File: src/rtl/pwm_multi_controller.sv
// Multi-channel PWM controller.
// All channels share one period counter advanced by a programmable prescaler.
// Duty, period and prescale values are written into pending registers and
// copied into the active set only on the wrap cycle, so every period runs
// with a single consistent set of values.
module pwm_multi_controller #(
    parameter int NUM_CH         = 3,
    parameter int CNT_W          = 20,
    parameter int PRESCALE_W     = 8,
    parameter int DEFAULT_PERIOD = 100000,
    parameter int DEFAULT_DUTY   = 5000
) (
    input  logic                  clk_in,
    input  logic                  rst_in,
    input  logic                  cfg_wr,
    input  logic [7:0]            cfg_addr,
    input  logic [CNT_W-1:0]      cfg_data,
    input  logic [NUM_CH-1:0]     ch_en,
    input  logic [NUM_CH-1:0]     ch_inv,
    output logic [NUM_CH-1:0]     pwm_out,
    output logic                  period_tick,
    output logic                  cfg_err
);

    localparam logic [7:0]       ADDR_PER   = 8'hFE;
    localparam logic [7:0]       ADDR_PRESC = 8'hFF;
    localparam logic [7:0]       ADDR_LIM   = 8'(NUM_CH);
    localparam logic [CNT_W-1:0] RST_PER    = CNT_W'(DEFAULT_PERIOD);
    localparam logic [CNT_W-1:0] RST_DUTY   = CNT_W'(DEFAULT_DUTY);

    logic [PRESCALE_W-1:0] presc_cnt;
    logic [PRESCALE_W-1:0] presc_act;
    logic [PRESCALE_W-1:0] presc_pend;
    logic [CNT_W-1:0]      cnt;
    logic [CNT_W-1:0]      per_act;
    logic [CNT_W-1:0]      per_pend;
    logic [CNT_W-1:0]      duty_act  [NUM_CH];
    logic [CNT_W-1:0]      duty_pend [NUM_CH];
    logic [NUM_CH-1:0]     en_act;
    logic [NUM_CH-1:0]     inv_act;
    logic [NUM_CH-1:0]     raw;
    logic                  tick;
    logic                  wrap;
    logic                  wrap_p1;
    logic                  wr_per;
    logic                  wr_presc;
    logic                  wr_bad;

    // Prescaler tick, wrap detection and write decode.
    always_comb begin
        tick     = (presc_cnt == presc_act);
        wrap     = tick && (cnt == per_act);
        wr_per   = cfg_wr && (cfg_addr == ADDR_PER) && (cfg_data != '0);
        wr_presc = cfg_wr && (cfg_addr == ADDR_PRESC);
        // A zero period would stall the counter, so it is refused like an unmapped address.
        wr_bad   = cfg_wr && (((cfg_addr == ADDR_PER) && (cfg_data == '0)) ||
                              ((cfg_addr >= ADDR_LIM) && (cfg_addr < ADDR_PER)));
    end

    // Per-channel compare against the active duty; duty above the period stays high.
    always_comb begin
        raw = '0;
        for (int i = 0; i < NUM_CH; i++) begin
            raw[i] = en_act[i] & (cnt < duty_act[i]);
        end
    end

    // Prescaler and shared period counter.
    always_ff @(posedge clk_in or negedge rst_in) begin
        if (!rst_in) begin
            presc_cnt <= '0;
            cnt       <= '0;
        end else if (tick) begin
            presc_cnt <= '0;
            cnt       <= wrap ? '0 : cnt + CNT_W'(1);
        end else begin
            presc_cnt <= presc_cnt + PRESCALE_W'(1);
        end
    end

    // Active set loads from pending (pre-write values) only on the wrap cycle.
    always_ff @(posedge clk_in or negedge rst_in) begin
        if (!rst_in) begin
            per_act   <= RST_PER;
            presc_act <= '0;
            en_act    <= '0;
            inv_act   <= '0;
            for (int i = 0; i < NUM_CH; i++) begin
                duty_act[i] <= RST_DUTY;
            end
        end else if (wrap) begin
            per_act   <= per_pend;
            presc_act <= presc_pend;
            en_act    <= ch_en;
            inv_act   <= ch_inv;
            for (int i = 0; i < NUM_CH; i++) begin
                duty_act[i] <= duty_pend[i];
            end
        end
    end

    // Pending registers written from the configuration port.
    always_ff @(posedge clk_in or negedge rst_in) begin
        if (!rst_in) begin
            per_pend   <= RST_PER;
            presc_pend <= '0;
            for (int i = 0; i < NUM_CH; i++) begin
                duty_pend[i] <= RST_DUTY;
            end
        end else begin
            if (wr_per) begin
                per_pend <= cfg_data;
            end
            if (wr_presc) begin
                presc_pend <= cfg_data[PRESCALE_W-1:0];
            end
            for (int i = 0; i < NUM_CH; i++) begin
                if (cfg_wr && (cfg_addr == 8'(i))) begin
                    duty_pend[i] <= cfg_data;
                end
            end
        end
    end

    // Registered outputs; period_tick lags the wrap by two edges so it lines up
    // with the first pwm_out sample taken from cnt == 0.
    always_ff @(posedge clk_in or negedge rst_in) begin
        if (!rst_in) begin
            pwm_out     <= '0;
            wrap_p1     <= 1'b0;
            period_tick <= 1'b0;
            cfg_err     <= 1'b0;
        end else begin
            pwm_out     <= raw ^ inv_act;
            wrap_p1     <= wrap;
            period_tick <= wrap_p1;
            cfg_err     <= wr_bad;
        end
    end

endmodule

File: config.mk
export PLATFORM = sky130hd
export DESIGN_NAME = pwm_multi_controller
export DESIGN_NICKNAME = d
export VERILOG_FILES = /design/src/rtl/pwm_multi_controller.sv
export SDC_FILE = /design/constraint.sdc
export NUM_CORES = 1
export LEC_CHECK = 0
export CORE_ASPECT_RATIO = 0.7
export CORE_MARGIN = 2
export CORE_UTILIZATION = 50
export DETAILED_ROUTE_END_ITERATION = 10
export GPL_TIMING_DRIVEN = 0
export PLACE_DENSITY = 0.68
export SLEW_MARGIN = 20
export SYNTH_ARGS = -nofsm -noshare
export SYNTH_HDL_FRONTEND = slang
export SYNTH_SLANG_ARGS = --single-unit
export TNS_END_PERCENT = 20
File: constraint.sdc
create_clock -name clk_in -period 3.3 [get_ports clk_in]
set_clock_uncertainty 0.15 [all_clocks]
set_input_delay 0.33 -clock clk_in [delete_from_list [all_inputs] [get_ports clk_in]]
set_output_delay 0.33 -clock clk_in [all_outputs]
set_load 0.1 [all_outputs]
==> metrics, run 1 <==
fill cell count=1661; maximum buffer depth of the clock tree=3; synth unique cells=40; effective utilization at floorplan=51.2%; die height=123 um; family with the most delay on the worst path=simple AND/OR/NAND/NOR gates; synthesized-area fraction occupied by adder cells=7.24%; final cell utilization of the core=59.2%; cell area reported after detailed placement=11000 um^2; synthesized-area fraction occupied by ao, oa, aoi and oai cells=3.56%; met3 usage in global routing=4.27%; H-tree Lvls=1; number of global-route vias before repair=6419; commonest non-fill, non-tap cell in the layout=dfrtp_1; Worst-Skew Late Latency=0.50 ns; depth of the worst register-to-register path=8; grt total ovfl=0; count of routing violations after the opening detailed-route iteration=441; start point of the critical path=presc_cnt[4]; clock slew at reported path FFs=0.06 ns; final cycle utilization of the critical path=94.4%; clock tree from TritonCTS=done; number of clock buffers inserted by TritonCTS=22; share of synthesized flip-flops with an asynchronous set or reset=100%; Pwr Density=691 nW/um^2; WP buf/inv=3; arrival time at the worst endpoint=3.35 ns; met2 demand-to-capacity share in global routing=32.5%; final period demand of the worst path=3.12 ns; Max stage delay cell, worst path=nor4_4; number of register bits inferred by synthesis=216; peak supply drop=305 uV; class of the worst hold path=in2async; Ports=42; # clock sinks=216; number of instances resized during post-cts repair=0; status=complete, no violations; overall die area=21600 um^2; area used by multi-input combinational logic=4370 um^2; detailed placement HPWL=16.2 mm; post-detailed-route wirelength per cell=19.8 um; YS warnings=0; global routing's busiest layer=met1; NumNets Final=972; CORE AREA=19900 um^2; number of vias in the routed layout=6378; final hold viol count=0; kind of end point of the critical path=flip-flop; count of flip-flops with a built-in enable after synthesis=0; Port-buffer cells=41; post-route ant nets=0; most used cells in the layout excluding fill and tap cells=dfrtp_1 (174), mux2_2 (154), inv_1 (62); Max-cap violations=0; largest net degree at the start of global routing=93; Placement Setup Slack=0.202 ns; Req. time, crit path=3.53 ns; Mapped Cells=808; number of nets in the synthesized netlist=904; maximum fanout along the worst path=10; maximum cell stage delay along the critical path=0.46 ns; register cell area after layout=5460 um^2; Post-Synthesis Cell Area=10200 um^2; DRC errors left=0; number of antenna repair diodes=0; post-synthesis area per instance=12.6 um^2; endpoints failing setup=0; Setup TNS Final=0 ns; Non-Filler Instances=1162; Hold Slack=0.167 ns; final worst-path setup slack=0.184 ns; Placed Instances=1121; standard-cell rows=43; overall die width=175 um; sequential area share after synthesis=53.5%; main combinational cell family by area after synthesis=multiplexers; most used cell along the critical path=buf_4; max-slew violations=0; area share of xor/xnor cells in the synthesized design=4.21%; classification of the worst setup path=reg2reg; total global routing track utilization=22.6%; Design Power=8.14 mW; relative area change from synthesis to final layout=15.7%; startpoint of the most critical register-to-register path=presc_cnt[4]; summed area of non-filler cells in the final layout=11800 um^2; ratio of routed vias to standard cells=5.49; Pre-antenna DRT Iters=4; total length of routed wires=23.0 mm; share of post-route cells with drive strength above 1=28.5%; Root Buffer=clkbuf_16; Critical Path Stages=8; Least-Margin Pin Slew=0.974 ns; highest attainable clock frequency=321 MHz; Simple-Gate Fraction of Synth Area=7.75%; global-route wire length before repair=37.2 mm; number of antenna violations at the first check in global routing=0; prevailing post-synth register cell=dfrtp_1; final weighted congestion in routability-driven placement=0.814; critical path, cell by cell=xnor2_1 > nand4_1 > or2_1 > clkbuf_1 > nor4_4 > buf_4 > buf_4 > mux2_1; portion of netlist area occupied by mux cells=20.1%; leakage power figure=5.54 nW; max-slew headroom at the worst pin=34.8%; setup repair after global routing missed its margin=false; startpoint kind of the worst setup timing path=flip-flop; met1 demand-to-capacity share in global routing=35.7%
area by class of cell:
cell class	instances	area share [%]
tap	270	2.87
multi-input combinational	502	37.1
inverter	62	1.97
timing repair buffer	44	4.08
clock buffer	28	5.38
sequential	216	46.3
buffer	28	1.13
clock inverter	12	1.17
final timing paths:
path	end	slack (ns)
min in group clk_in	period_tick	0.21
worst max register to register	duty_act[1]	0.18
max in group asynchronous	per_pend[16]	1.63
worst min register to register	period_tick	0.21
worst min-delay path	duty_act[26]	0.17
worst max-delay path	duty_act[1]	0.18
where the power goes:
part | internal [mW] | leakage (nW) | total, mW | switching (mW)
sequential | 3.05 | 2.81 | 3.31 | 0.259
combinational | 0.880 | 2.34 | 2.21 | 1.33
clock | 1.59 | 0.387 | 2.63 | 1.03
registers in the layout, indices dropped and copies added (netlist names):
register,flops
cfg_err,1
cnt,20
duty_act,60
duty_pend,60
en_act,3
inv_act,3
per_act,20
per_pend,20
period_tick,1
presc_act,8
presc_cnt,8
presc_pend,8
pwm_out,3
wrap_p1,1
Yosys cell counts, types with 4 or more instances:
| library cell | n | area [um^2] |
|---|---|---|
| a21oi_1 | 28 | 140 |
| and3_1 | 5 | 31.3 |
| buf_2 | 7 | 35.0 |
| buf_4 | 5 | 37.5 |
| clkbuf_1 | 16 | 60.1 |
| dfrtp_1 | 174 | 4350 |
| dfstp_2 | 42 | 1100 |
| ha_1 | 59 | 738 |
| inv_1 | 62 | 233 |
| mux2_1 | 28 | 315 |
| mux2_2 | 154 | 1730 |
| nand2_1 | 27 | 101 |
| nand2b_1 | 5 | 31.3 |
| nand3_1 | 13 | 65.1 |
| nand4_1 | 16 | 100 |
| nor2_1 | 33 | 124 |
| nor3_1 | 9 | 45.0 |
| nor3b_1 | 4 | 30.0 |
| nor4_1 | 19 | 119 |
| o21ai_0 | 20 | 100 |
| or3_1 | 4 | 25.0 |
| or4_1 | 4 | 30.0 |
| xnor2_1 | 34 | 298 |
| xor2_1 | 15 | 131 |
kinds of logic (layout without fill, tap and decap cells):
logic type                 count (synthesis)  after routing
muxes                                    182            182
xor gates and xnor gates                  49             49
adders and majority gates                 59             59
buffers and inverters                     90            174
DFF                                      216            216
AOI/OAI and AO/OA                         63             63
and+or+nand+nor                          149            149
timing repair:
action                    CTS  global route
hold endpoints to repair   45             0
hold buffers                1             0
setup buffers               0             0
metal layers:
| layer | vias up | share of wire [%] |
|---|---|---|
| met5 | - | 0 |
| met4 | 0 | 1.1 |
| met2 | 156 | 41 |
| met1 | 3219 | 50 |
| li1 | 2981 | - |
| met3 | 22 | 7.6 |
No activity file was read; power rests on OpenSTA's default activity.
==> run 2, diff against run 1 <==
Settings changed: CELL_PAD_IN_SITES_DETAIL_PLACEMENT set to 1, CELL_PAD_IN_SITES_GLOBAL_PLACEMENT set to 2, CORE_UTILIZATION 50 to 43, PLACE_DENSITY 0.68 to not set, PLACE_DENSITY_LB_ADDON set to 0.1.
==> run 2 against run 1 <==
Wire length increased by 13%. Non-clock buffer count rose by 1. Via count increased by 1.6%. Sequential share of layout area about the same. Cell area hardly changed. Register-to-register slack about the same. Total power down 1.8%. Core utilization down 8.9 points. Die area is 16% higher. Combinational power about the same.
==> metrics, run 2 (synthesis results as in run 1) <==
largest net degree at the start of global routing=83 (was 93); total global routing track utilization=21.8% (was 22.6%); endpoints failing setup=0 (unchanged); maximum buffer depth of the clock tree=3 (unchanged); number of antenna violations at the first check in global routing=1 (was 0); leakage power figure=5.50 nW (was 5.54 nW); count of routing violations after the opening detailed-route iteration=301 (was 441); class of the worst hold path=in2async (unchanged); setup fix buffers added after clock tree synthesis=0 (unchanged); effective utilization at floorplan=43.4% (was 51.2%); clock tree from TritonCTS=done (unchanged); final period demand of the worst path=3.10 ns (was 3.12 ns); Top Registers=duty_act x60, duty_pend x60 (unchanged); post-detailed-route wirelength per cell=21.4 um (was 19.8 um); # clock sinks=216 (unchanged); number of instances resized during post-cts repair=0 (unchanged); number of vias in the routed layout=6481 (was 6378); highest attainable clock frequency=322 MHz (was 321 MHz); max-slew headroom at the worst pin=34.9% (was 34.8%); Root Buffer=clkbuf_16 (unchanged); Ports=42 (unchanged); startpoint kind of the worst setup timing path=flip-flop (unchanged); NumNets Final=974 (was 972); status=complete, no violations (unchanged); peak supply drop=436 uV (was 305 uV); post-route ant nets=0 (unchanged); standard-cell rows=47 (was 43); total length of routed wires=26.0 mm (was 23.0 mm); setup repair after global routing missed its margin=false (unchanged); number of hold-repair buffers added at the cts stage=1 (unchanged); classification of the worst setup path=reg2reg (unchanged); grt total ovfl=0 (unchanged); Pre-antenna DRT Iters=4 (unchanged); Setup TNS Final=0 ns (unchanged); number of antenna repair diodes=0 (unchanged); relative area change from synthesis to final layout=15.7% (about the same); start point of the critical path=cnt[8] (was presc_cnt[4]); startpoint of the most critical register-to-register path=cnt[8] (was presc_cnt[4]); H-tree Lvls=1 (unchanged); number of global-route vias before repair=7180 (was 6419); global-route wire length before repair=41.6 mm (was 37.2 mm); Port-buffer cells=41 (unchanged); Pwr Density=678 nW/um^2 (was 691 nW/um^2); final weighted congestion in routability-driven placement=0.803 (was 0.814); maximum fanout along the worst path=10 (unchanged); area used by multi-input combinational logic=4370 um^2 (unchanged); Design Power=8.00 mW (was 8.14 mW); share of post-route cells with drive strength above 1=27.5% (was 28.5%); arrival time at the worst endpoint=3.33 ns (was 3.35 ns); register cell area after layout=5460 um^2 (unchanged); Req. time, crit path=3.53 ns (about the same); final cycle utilization of the critical path=94.0% (was 94.4%); fill cell count=2399 (was 1661); Least-Margin Pin Slew=0.973 ns (was 0.974 ns); most used cells in the layout excluding fill and tap cells=dfrtp_1 (174), mux2_2 (154), inv_1 (62) (unchanged); kind of end point of the critical path=flip-flop (unchanged); die height=133 um (was 123 um); detailed placement HPWL=19.1 mm (was 16.2 mm); commonest non-fill, non-tap cell in the layout=dfrtp_1 (unchanged); clock slew at reported path FFs=0.06 ns (about the same); R2R setup slack=0.20 ns (was 0.18 ns); reg2reg end=presc_act[0] (was duty_act[1]); final hold viol count=0 (unchanged); Max-cap violations=0 (unchanged); number of clock buffers inserted by TritonCTS=23 (was 22); overall die width=188 um (was 175 um); overall die area=25000 um^2 (was 21600 um^2); ratio of routed vias to standard cells=5.34 (was 5.49); CORE AREA=23500 um^2 (was 19900 um^2); Worst-Skew Late Latency=0.51 ns (was 0.50 ns); max-slew violations=0 (unchanged); depth of the worst register-to-register path=8 (unchanged); endpoint of the most critical setup path=presc_act[0] (was duty_act[1]); DRC errors left=0 (unchanged)
[run 2: worst min-delay path by stage]
stage | from | slack (ns) | end | depth (start not counted)
5_1_grt | wrap_p1 | 0.21 | period_tick | 0
2_1_floorplan | rst_in | -0.12 | cfg_err | 0
6_report | rst_in | 0.20 | duty_pend[40] | 2
4_1_cts | wrap_p1 | 0.20 | period_tick | 0
3_5_place_dp | rst_in | 0.16 | duty_pend[40] | 1
3_3_place_gp | wrap_p1 | 0.19 | period_tick | 0
[run 2: report_power, final]
group | internal, mW | switching [mW]
registers | 3.05 | 0.284
clock network | 1.45 | 1.03
logic | 0.883 | 1.30
total | 5.38 | 2.62
[run 2: cell type report]
type                    count  area share [%]
clock buffers              38            5.61
well taps                 318            3.37
flip-flops and latches    216            46.3
clock inverters             4           0.435
inverters                  62            1.97
repair buffers             45            4.14
multi-input cells         502            37.1
plain buffers              28            1.12
[run 2: routing by layer]
metal,vias to the layer above,GRT usage [%],routed length (um)
met2,102,33.8,11500
met1,3357,32.6,12600
met4,0,5.21,518
li1,2987,-,-
met5,-,0,0
met3,35,2.71,1300
[run 2: worst max-delay path, cell delays in order, from the launching register on]
cell and delay (ns):
dfrtp_1 0.46, clkbuf_1 0.39, xor2_1 0.17, nor4_1 0.32
nand3_1 0.16, nor4_4 0.41, buf_4 0.28, buf_4 0.27
mux2_1 0.35
[run 2: per-stage QoR]
step / cell area, um^2 / utilization (%) / setup WS [ns] / cells / hold slack (ns)
finish: 11800 / 50.3 / 0.197 / 1213 / 0.201
global route: 11800 / 50.3 / 0.0229 / 1213 / 0.209
CTS: 11800 / 50.3 / 0.159 / 1213 / 0.203
detailed placement: 11100 / 47.2 / 0.0857 / 1170 / 0.155
global placement: 11000 / 46.9 / -6.94 / 1167 / 0.186
floorplan: 10200 / - / 0.816 / 808 / -0.116
